===== src/rtl/spi_flash_ctrl.sv =====
// spi_flash_ctrl: SPI mode-0 serial flash read controller with sequential next-byte fetch.
// Define SPI_FLASH_FAST_READ_EN for the 0x0B fast-read command with 8 dummy bit periods.
module spi_flash_ctrl #(
   parameter int CLK_DIV = 1
) (
   input  logic        clk,
   input  logic        reset,
   input  logic        req_r_addr,
   input  logic        req_r_next,
   input  logic [23:0] addr,
   output logic [7:0]  d_out,
   output logic        d_ready,
   output logic        flash_cs_n,
   output logic        flash_sclk,
   output logic        flash_mosi,
   input  logic        flash_miso,
   output logic [2:0]  dbg_state_o
);

   typedef enum logic [2:0] {IDLE, GAP, CMD, ADDR, DUMMY, DATA, READY} state_e;

   localparam int DW = $clog2(2 * CLK_DIV);
   localparam logic [DW-1:0] HALF_END = DW'(CLK_DIV - 1);
   localparam logic [DW-1:0] GAP_END  = DW'(2 * CLK_DIV - 1);

`ifdef SPI_FLASH_FAST_READ_EN
   localparam logic [7:0] OPCODE     = 8'h0B;
   localparam state_e     AFTER_ADDR = DUMMY;
`else
   localparam logic [7:0] OPCODE     = 8'h03;
   localparam state_e     AFTER_ADDR = DATA;
`endif

   state_e          state_q, state_d;
   logic [23:0]     addr_q, addr_d;
   logic [31:0]     tx_q, tx_d;
   logic [7:0]      rx_q, rx_d;
   logic [7:0]      d_out_q, d_out_d;
   logic            d_ready_q, d_ready_d;
   logic            cs_n_q, cs_n_d;
   logic            sclk_q, sclk_d;
   logic            mosi_q, mosi_d;
   logic [DW-1:0]   div_q, div_d;
   logic [4:0]      bit_q, bit_d;
   logic            setup_q, setup_d;
   logic [4:0]      last_bit;

   assign d_out       = d_out_q;
   assign d_ready     = d_ready_q;
   assign flash_cs_n  = cs_n_q;
   assign flash_sclk  = sclk_q;
   assign flash_mosi  = mosi_q;
   assign dbg_state_o = state_q;
   assign last_bit    = (state_q == ADDR) ? 5'd23 : 5'd7;

   always_ff @(posedge clk) begin
      if (reset) begin
         state_q   <= IDLE;
         addr_q    <= '0;
         tx_q      <= '0;
         rx_q      <= '0;
         d_out_q   <= '0;
         d_ready_q <= 1'b0;
         cs_n_q    <= 1'b1;
         sclk_q    <= 1'b0;
         mosi_q    <= 1'b0;
         div_q     <= '0;
         bit_q     <= '0;
         setup_q   <= 1'b0;
      end else begin
         state_q   <= state_d;
         addr_q    <= addr_d;
         tx_q      <= tx_d;
         rx_q      <= rx_d;
         d_out_q   <= d_out_d;
         d_ready_q <= d_ready_d;
         cs_n_q    <= cs_n_d;
         sclk_q    <= sclk_d;
         mosi_q    <= mosi_d;
         div_q     <= div_d;
         bit_q     <= bit_d;
         setup_q   <= setup_d;
      end
   end

   // Every byte run (new command or next byte) starts with one setup cycle with SCLK low.
   always_comb begin
      state_d   = state_q;
      addr_d    = addr_q;
      tx_d      = tx_q;
      rx_d      = rx_q;
      d_out_d   = d_out_q;
      d_ready_d = d_ready_q;
      cs_n_d    = cs_n_q;
      sclk_d    = sclk_q;
      mosi_d    = mosi_q;
      div_d     = div_q;
      bit_d     = bit_q;
      setup_d   = setup_q;
      if (req_r_addr) begin
         state_d   = GAP;
         addr_d    = addr;
         d_ready_d = 1'b0;
         cs_n_d    = 1'b1;
         sclk_d    = 1'b0;
         mosi_d    = 1'b0;
         div_d     = '0;
         bit_d     = '0;
         setup_d   = 1'b0;
      end else begin
         case (state_q)
            GAP: begin
               if (div_q == GAP_END) begin
                  div_d   = '0;
                  cs_n_d  = 1'b0;
                  state_d = CMD;
                  setup_d = 1'b1;
                  tx_d    = {OPCODE, addr_q};
                  mosi_d  = OPCODE[7];
               end else begin
                  div_d = div_q + 1'b1;
               end
            end
            READY: begin
               if (req_r_next) begin
                  d_ready_d = 1'b0;
                  state_d   = DATA;
                  setup_d   = 1'b1;
                  div_d     = '0;
                  bit_d     = '0;
               end
            end
            CMD, ADDR, DUMMY, DATA: begin
               if (setup_q) begin
                  setup_d = 1'b0;
               end else if (div_q != HALF_END) begin
                  div_d = div_q + 1'b1;
               end else begin
                  div_d = '0;
                  if (!sclk_q) begin
                     sclk_d = 1'b1;
                     if (state_q == DATA) rx_d = {rx_q[6:0], flash_miso};
                  end else begin
                     // Falling SCLK ends the bit period and presents the next MOSI bit.
                     sclk_d = 1'b0;
                     tx_d   = {tx_q[30:0], 1'b0};
                     mosi_d = (state_q == CMD || state_q == ADDR) ? tx_q[30] : 1'b0;
                     if (bit_q != last_bit) begin
                        bit_d = bit_q + 1'b1;
                     end else begin
                        bit_d = '0;
                        case (state_q)
                           CMD: state_d = ADDR;
                           ADDR: begin
                              state_d = AFTER_ADDR;
                              mosi_d  = 1'b0;
                           end
                           DUMMY: state_d = DATA;
                           default: begin
                              state_d   = READY;
                              d_out_d   = rx_q;
                              d_ready_d = 1'b1;
                           end
                        endcase
                     end
                  end
               end
            end
            default: ;
         endcase
      end
   end

endmodule


===== config.mk =====
export PLATFORM = sky130hd
export DESIGN_NAME = spi_flash_ctrl
export DESIGN_NICKNAME = d
export VERILOG_FILES = /design/src/rtl/spi_flash_ctrl.sv
export SDC_FILE = /design/constraint.sdc
export NUM_CORES = 1
export LEC_CHECK = 0
export ABC_AREA = 1
export CAP_MARGIN = 0
export CORE_MARGIN = 2
export CORE_UTILIZATION = 45
export CTS_BUF_LIST = sky130_fd_sc_hd__clkbuf_16
export CTS_CLUSTER_DIAMETER = 80
export DETAILED_ROUTE_END_ITERATION = 10
export MAX_ROUTING_LAYER = met4
export PLACE_DENSITY_LB_ADDON = 0.12
export SYNTH_ARGS = -nofsm -noshare
export SYNTH_HDL_FRONTEND = slang
export SYNTH_SLANG_ARGS = --single-unit

===== constraint.sdc =====
create_clock -name clk -period 3.3 [get_ports clk]
set_input_delay 0.495 -clock clk [delete_from_list [all_inputs] [get_ports clk]]
set_output_delay 0.495 -clock clk [all_outputs]
set_load 0.1 [all_outputs]

==> impl_metrics.tcl, run 1 <==
set metrics [dict create \
    status "completed" \
    port_buffers 43 \
    crit_chain "inv_2, nand2_2, nand3_4, inv_2, nand2_2, nand2_1, nand2_1, a21oi_1" \
    clockBufferDepth 2 \
    cellPowerDensity_nw_per_um2 539.4 \
    grtUsageTotal_pct 18.60 \
    fin_setup_tns_ps 0 \
    clock-sinks 85 \
    final_antenna_net_count 0 \
    drt_first_pass_iters 4 \
    antenna_found_initial 0 \
    coreArea_um2 8258 \
    cpPeakStageDelay_ps 490 \
    layout_commonest_cell "nor2_1" \
    startpoint_type "register" \
    wl_um 7614 \
    num_vias 3360 \
    crit_start "dbg_state_o[2]$_SDFFE_PP0P_" \
    netlist_area_um2 3850 \
    swShare_pct 25.15 \
    cp_slowest_cell "dfxtp_1" \
    power.share.sequential_pct 44.7 \
    antennaDiodeCount 0 \
    drive_gt1_share_pct 9.195 \
    cts_root_buffer "clkbuf_16" \
    post_cts_buffers 0 \
    arrival_ps 2600 \
    grt_max_degree 62 \
    timing.final.crit_share_pct 70.88 \
    grt_pass1_vias 3070 \
    clkPwrFrac_pct 43.5 \
    min-delay-start "addr_q[20]$_SDFFE_PP0P_" \
    cts_made_buffers 9 \
    drc 0 \
    die_h_um 96.50 \
    areaGrowthSynthToFinish_pct 19.69 \
    hold_buffers 0 \
    max-slew-margin-rel_pct 34.15 \
    power_leakage_nw 1.962 \
    finalSetupViolCount 0 \
    clk_latency_ps 330 \
    layout.cells.non_filler 714 \
    seqCellArea_um2 1702 \
    die_area_um2 9311 \
    seq_area_frac_synth_pct 44.20 \
    pwr-share-comb_pct 11.8 \
    viasPerCell 4.706 \
    syn-num-nets 603 \
    multiInputGateArea_um2 1775 \
    cp_max_fo 49 \
    wl_per_cell_um 10.66 \
    hp-class "register to register" \
    post_cts_resized 0 \
    worst_pin_slew_ps 984.7 \
    clock_skew_ps 8.128 \
    place_congestion 0.8136 \
    syn_inst 573 \
    max_clock_freq_mhz 427.5 \
    rows 33 \
    p_int_mw 1.860 \
    io_pins 44 \
    cts_tree "yes" \
    power_switching_uw 625.2 \
    timing.rr.start "dbg_state_o[2]$_SDFFE_PP0P_" \
    synth_area_per_cell_um2 6.719 \
    fin_crit_ps 2339 \
    place_inst 698 \
    cts.htree.levels 3 \
    maxCapViolCount 0 \
    synth.distinct_cells 25 \
    drt_iter0_drc 132 \
    initial_core_util_pct 46.62 \
    slew_viol_final 0 \
    dp_hpwl_um 4927 \
    vdd.ir_drop.worst_mv 0.2655 \
    worstPathRequired_ps 3560 \
    nets 634 \
    nFillCells 844 \
    grt_setup_unrepaired "no" \
    grt_first_pass_wirelength_um 13320 \
    die_x_um 96.50 \
    final_cell_mix "140 x nor2_1, 129 x nand2_1, 85 x dfxtp_1, 59 x o21ai_0, 54 x inv_1" \
    endpoint_kind "register" \
    path_class "register to register" \
    hold_violations 0 \
    path_clk_slew_ps 60 \
    synth-seq-cells 85 \
    grt-ovfl-total 0 \
    yosysWarningCount 0 \
]
[layout make-up]
type | instances | share of cell area [%]
clock buffer | 9 | 4.887
timing repair buffer | 46 | 9.938
sequential | 85 | 36.93
tap | 105 | 2.851
inverter | 58 | 4.724
multi-input combinational | 404 | 38.53
clock inverter | 7 | 2.145
[sequential cells by signal, summed over array words and instances, names as in the netlist]
signal / flops
rx_q: 8
flash_cs_n: 1
tx_q: 31
bit_q: 5
flash_mosi: 1
setup_q: 1
div_q: 1
addr_q: 24
d_out: 8
flash_sclk: 1
dbg_state_o: 3
d_ready: 1
[power by group through the flow]
stage          clock (mW)  sequential (mW)  combinational, mW
2_1_floorplan           0             1.15              0.209
3_3_place_gp            0             1.13              0.291
3_5_place_dp            0             1.13              0.294
4_1_cts              1.11             1.11              0.297
5_1_grt              1.15             1.12              0.340
6_report             1.08             1.11              0.292
[metal layers]
layer | GRT usage (%) | wire (um) | vias up
met1 | 23.25 | 3800 | 1460
met2 | 30.32 | 3428 | 61
met3 | 2.793 | 290 | 10
li1 | - | - | 1829
met5 | - | 0 | -
met4 | 7.394 | 95 | 0
[final timing paths]
kind,end,slack [ps],cells after the start
worst max-delay path,bit_q[3]$_SDFFE_PP0P_,960,8
worst min-delay path,addr_q[20]$_SDFFE_PP0P_,460,2
worst max register to register,bit_q[3]$_SDFFE_PP0P_,960,8
worst min register to register,addr_q[20]$_SDFFE_PP0P_,460,2
[synthesized netlist by cell type]
cell type / count / area, um2
nand3_1: 17 / 85.08
nand2_1: 129 / 484.2
nand4_1: 4 / 25.02
nand3_2: 2 / 20.02
buf_6: 6 / 67.56
buf_1: 1 / 3.750
nor3_4: 1 / 16.27
o211ai_1: 1 / 7.510
clkbuf_1: 13 / 48.80
buf_4: 2 / 15.01
nor2_1: 140 / 525.5
inv_2: 3 / 11.26
o21ai_1: 1 / 5.000
ha_1: 1 / 12.51
nor2_4: 1 / 11.26
a21oi_1: 20 / 100.1
buf_2: 4 / 20.02
dfxtp_1: 85 / 1702
or2_2: 3 / 18.77
inv_1: 54 / 202.7
nand2_2: 23 / 143.9
clkinv_1: 1 / 3.750
o21ai_0: 59 / 295.3
a22oi_1: 1 / 7.510
nand3_4: 1 / 17.52
[worst max-delay path: cells and delay by family (launching register included)]
kind                   cells  cell delay (ps)
AND/OR/NAND/NOR            5             1020
buffers and inverters      2              590
flip-flops                 1              490
AO/OA/AOI/OAI              1              140
[kinds of logic after synthesis]
group / Yosys count / synth area share (%)
and+or+nand+nor: 321 / 35.00
DFF: 85 / 44.20
buffers and inverters: 84 / 9.684
AOI/OAI and AO/OA: 82 / 10.79
adders and majority gates: 1 / 0.3249
[stage by stage]
stage	area [um2]	setup WS (ps)	total power [mW]	hold slack [ps]	utilization, %
after floorplan	3850	878.4	1.357	428.9	-
after global placement	4284	974.8	1.423	441.9	51.88
after detailed placement	4284	900.2	1.429	443.7	51.88
after CTS	4608	940.7	2.518	452.9	55.80
after global routing	4608	717.7	2.605	480.7	55.80
final	4608	960.9	2.486	455.2	55.80
Note: power is estimated with default switching activity, not from simulation.
==> run 2, diff against run 1 <==
==> constraint.sdc (replaced) <==
create_clock -name clk -period 2 [get_ports clk]
set_input_delay 0.3 -clock clk [delete_from_list [all_inputs] [get_ports clk]]
set_output_delay 0.3 -clock clk [all_outputs]
set_load 0.1 [all_outputs]
==> run 2 against run 1 <==
Final cell count rose by 1.3%. Clock power is 50% higher. Clock skew grew 1.6 ps. Utilization is 0.64 points higher. Critical path type unchanged. Largest cell class unchanged. Largest power group unchanged.
==> impl_metrics.tcl, run 2 (synthesized netlist as in run 1, its figures left out) <==
set metrics [dict create \
    initial_core_util_pct 46.62 \
    finalSetupViolCount 0 \
    vdd.ir_drop.worst_mv 0.4840 \
    areaGrowthSynthToFinish_pct 21.06 \
    fin_area_um2 4661 \
    r2r_cells 11 \
    io_pins 44 \
    grt_first_pass_wirelength_um 13890 \
    cts_root_buffer "clkbuf_16" \
    grt_max_degree 55 \
    dp_hpwl_um 5408 \
    final_antenna_net_count 0 \
    viasPerCell 4.815 \
    cellPowerDensity_nw_per_um2 854.4 \
    max-slew-margin-rel_pct 65.55 \
    startpoint_type "register" \
    whs_ps 459.8 \
    min-delay-start "addr_q[21]$_SDFFE_PP0P_" \
    hold_violations 0 \
    clk_latency_ps 330 \
    nets 643 \
    timing.rr.start "dbg_state_o[1]$_SDFFE_PP0P_" \
    pre_cts_slack_ps 142.7 \
    cts.htree.levels 3 \
    rows 33 \
    grt-ovfl-total 0 \
    clock-sinks 85 \
    antennaDiodeCount 0 \
    hold_buffers 0 \
    clockBufferDepth 2 \
    status "completed" \
    die_area_um2 9311 \
    cp-endpoint "tx_q[21]$_SDFFE_PP0P_" \
    wl_um 8203 \
    reg2reg_slack_ps 170 \
    max_clock_freq_mhz 546.2 \
    final_cell_mix "140 x nor2_1, 129 x nand2_1, 81 x dfxtp_1, 59 x o21ai_0, 54 x inv_1" \
    rr_endpoint "tx_q[21]$_SDFFE_PP0P_" \
    arrival_ps 2050 \
    fin_crit_ps 1831 \
    fin_setup_tns_ps 0 \
    wl_per_cell_um 11.35 \
    regMostFlops "tx_q" \
    worstPathRequired_ps 2220 \
    setup_slack_ps 169.3 \
    hp-class "register to register" \
    cts_tree "yes" \
    endpoint_kind "register" \
    die_x_um 96.50 \
    timing.final.crit_share_pct 91.54 \
    power_leakage_nw 2.021 \
    cp_max_fo 22 \
    worst_pin_slew_ps 516.8 \
    num_vias 3481 \
    grt_setup_unrepaired "no" \
    grtUsageTotal_pct 19.51 \
    largest_register_ffs 31 \
    cts_made_buffers 9 \
    top_regs "tx_q (31), addr_q (24)" \
    antenna_found_initial 0 \
    path_clk_slew_ps 60 \
    path_class "register to register" \
    layout_commonest_cell "nor2_1" \
    crit_start "dbg_state_o[1]$_SDFFE_PP0P_" \
    drive_gt1_share_pct 12.94 \
    slew_viol_final 0 \
    drt_iter0_drc 137 \
    grt_pass1_vias 3235 \
    die_h_um 96.50 \
    drt_first_pass_iters 4 \
    clock_skew_ps 9.701 \
    drc 0 \
    maxCapViolCount 0 \
    place_congestion 0.9150 \
    port_buffers 43 \
    place_area_um2 4324 \
    coreArea_um2 8258 \
]
-- run 2: worst max-delay path, cell delays in order (launching register included) --
cell	delay [ps]
dfxtp_2	420
inv_2	90
nand3_2	130
nand3_4	180
nand2_1	100
o21ai_1	110
nor3_4	220
buf_12	150
buf_12	160
nand2_2	50
nand2_1	60
nor2_1	50
-- run 2: metal layers --
metal	vias to the layer above	wire length, um	global-route usage, %
met5	-	0	-
met4	0	103	8.920
met3	9	360	3.103
met2	72	3705	32.58
met1	1550	4033	23.18
li1	1850	-	-
-- run 2: worst min-delay path by stage --
stage	cells past startpoint	end
after floorplan	1	addr_q[0]$_SDFFE_PP0P_
after global placement	2	addr_q[21]$_SDFFE_PP0P_
after detailed placement	2	addr_q[14]$_SDFFE_PP0P_
after CTS	2	flash_cs_n$_SDFFE_PP1P_
after global routing	2	addr_q[14]$_SDFFE_PP0P_
final	2	addr_q[21]$_SDFFE_PP0P_
-- run 2: layout make-up --
cell class | instances | area [um2]
fill | 834 | 3597
inverter | 58 | 217.7
timing repair buffer | 55 | 538.0
sequential | 85 | 1707
clock buffer | 9 | 225.2
multi-input combinational | 404 | 1775
tap | 105 | 131.4
clock inverter | 7 | 66.31
-- run 2: power by group --
group	switching [mW]	internal, mW
combinational	0.315	0.208
sequential	0.0463	1.79
clock	0.665	0.960
total	1.03	2.96
-- run 2: timing repair --
item	4_1_cts	5_1_grt
resized for setup	0	1
endpoints found under the setup margin	0	12
buffers inserted	0	1
hold endpoints to repair	0	0
-- run 2: per-stage QoR --
stage / total power, mW / instances / utilization, %
CTS: 4.013 / 721 / 55.89
floorplan: 2.240 / 573 / -
finish: 3.982 / 723 / 56.44
global route: 4.173 / 723 / 56.44
global placement: 2.366 / 705 / 52.36
detailed placement: 2.375 / 705 / 52.36
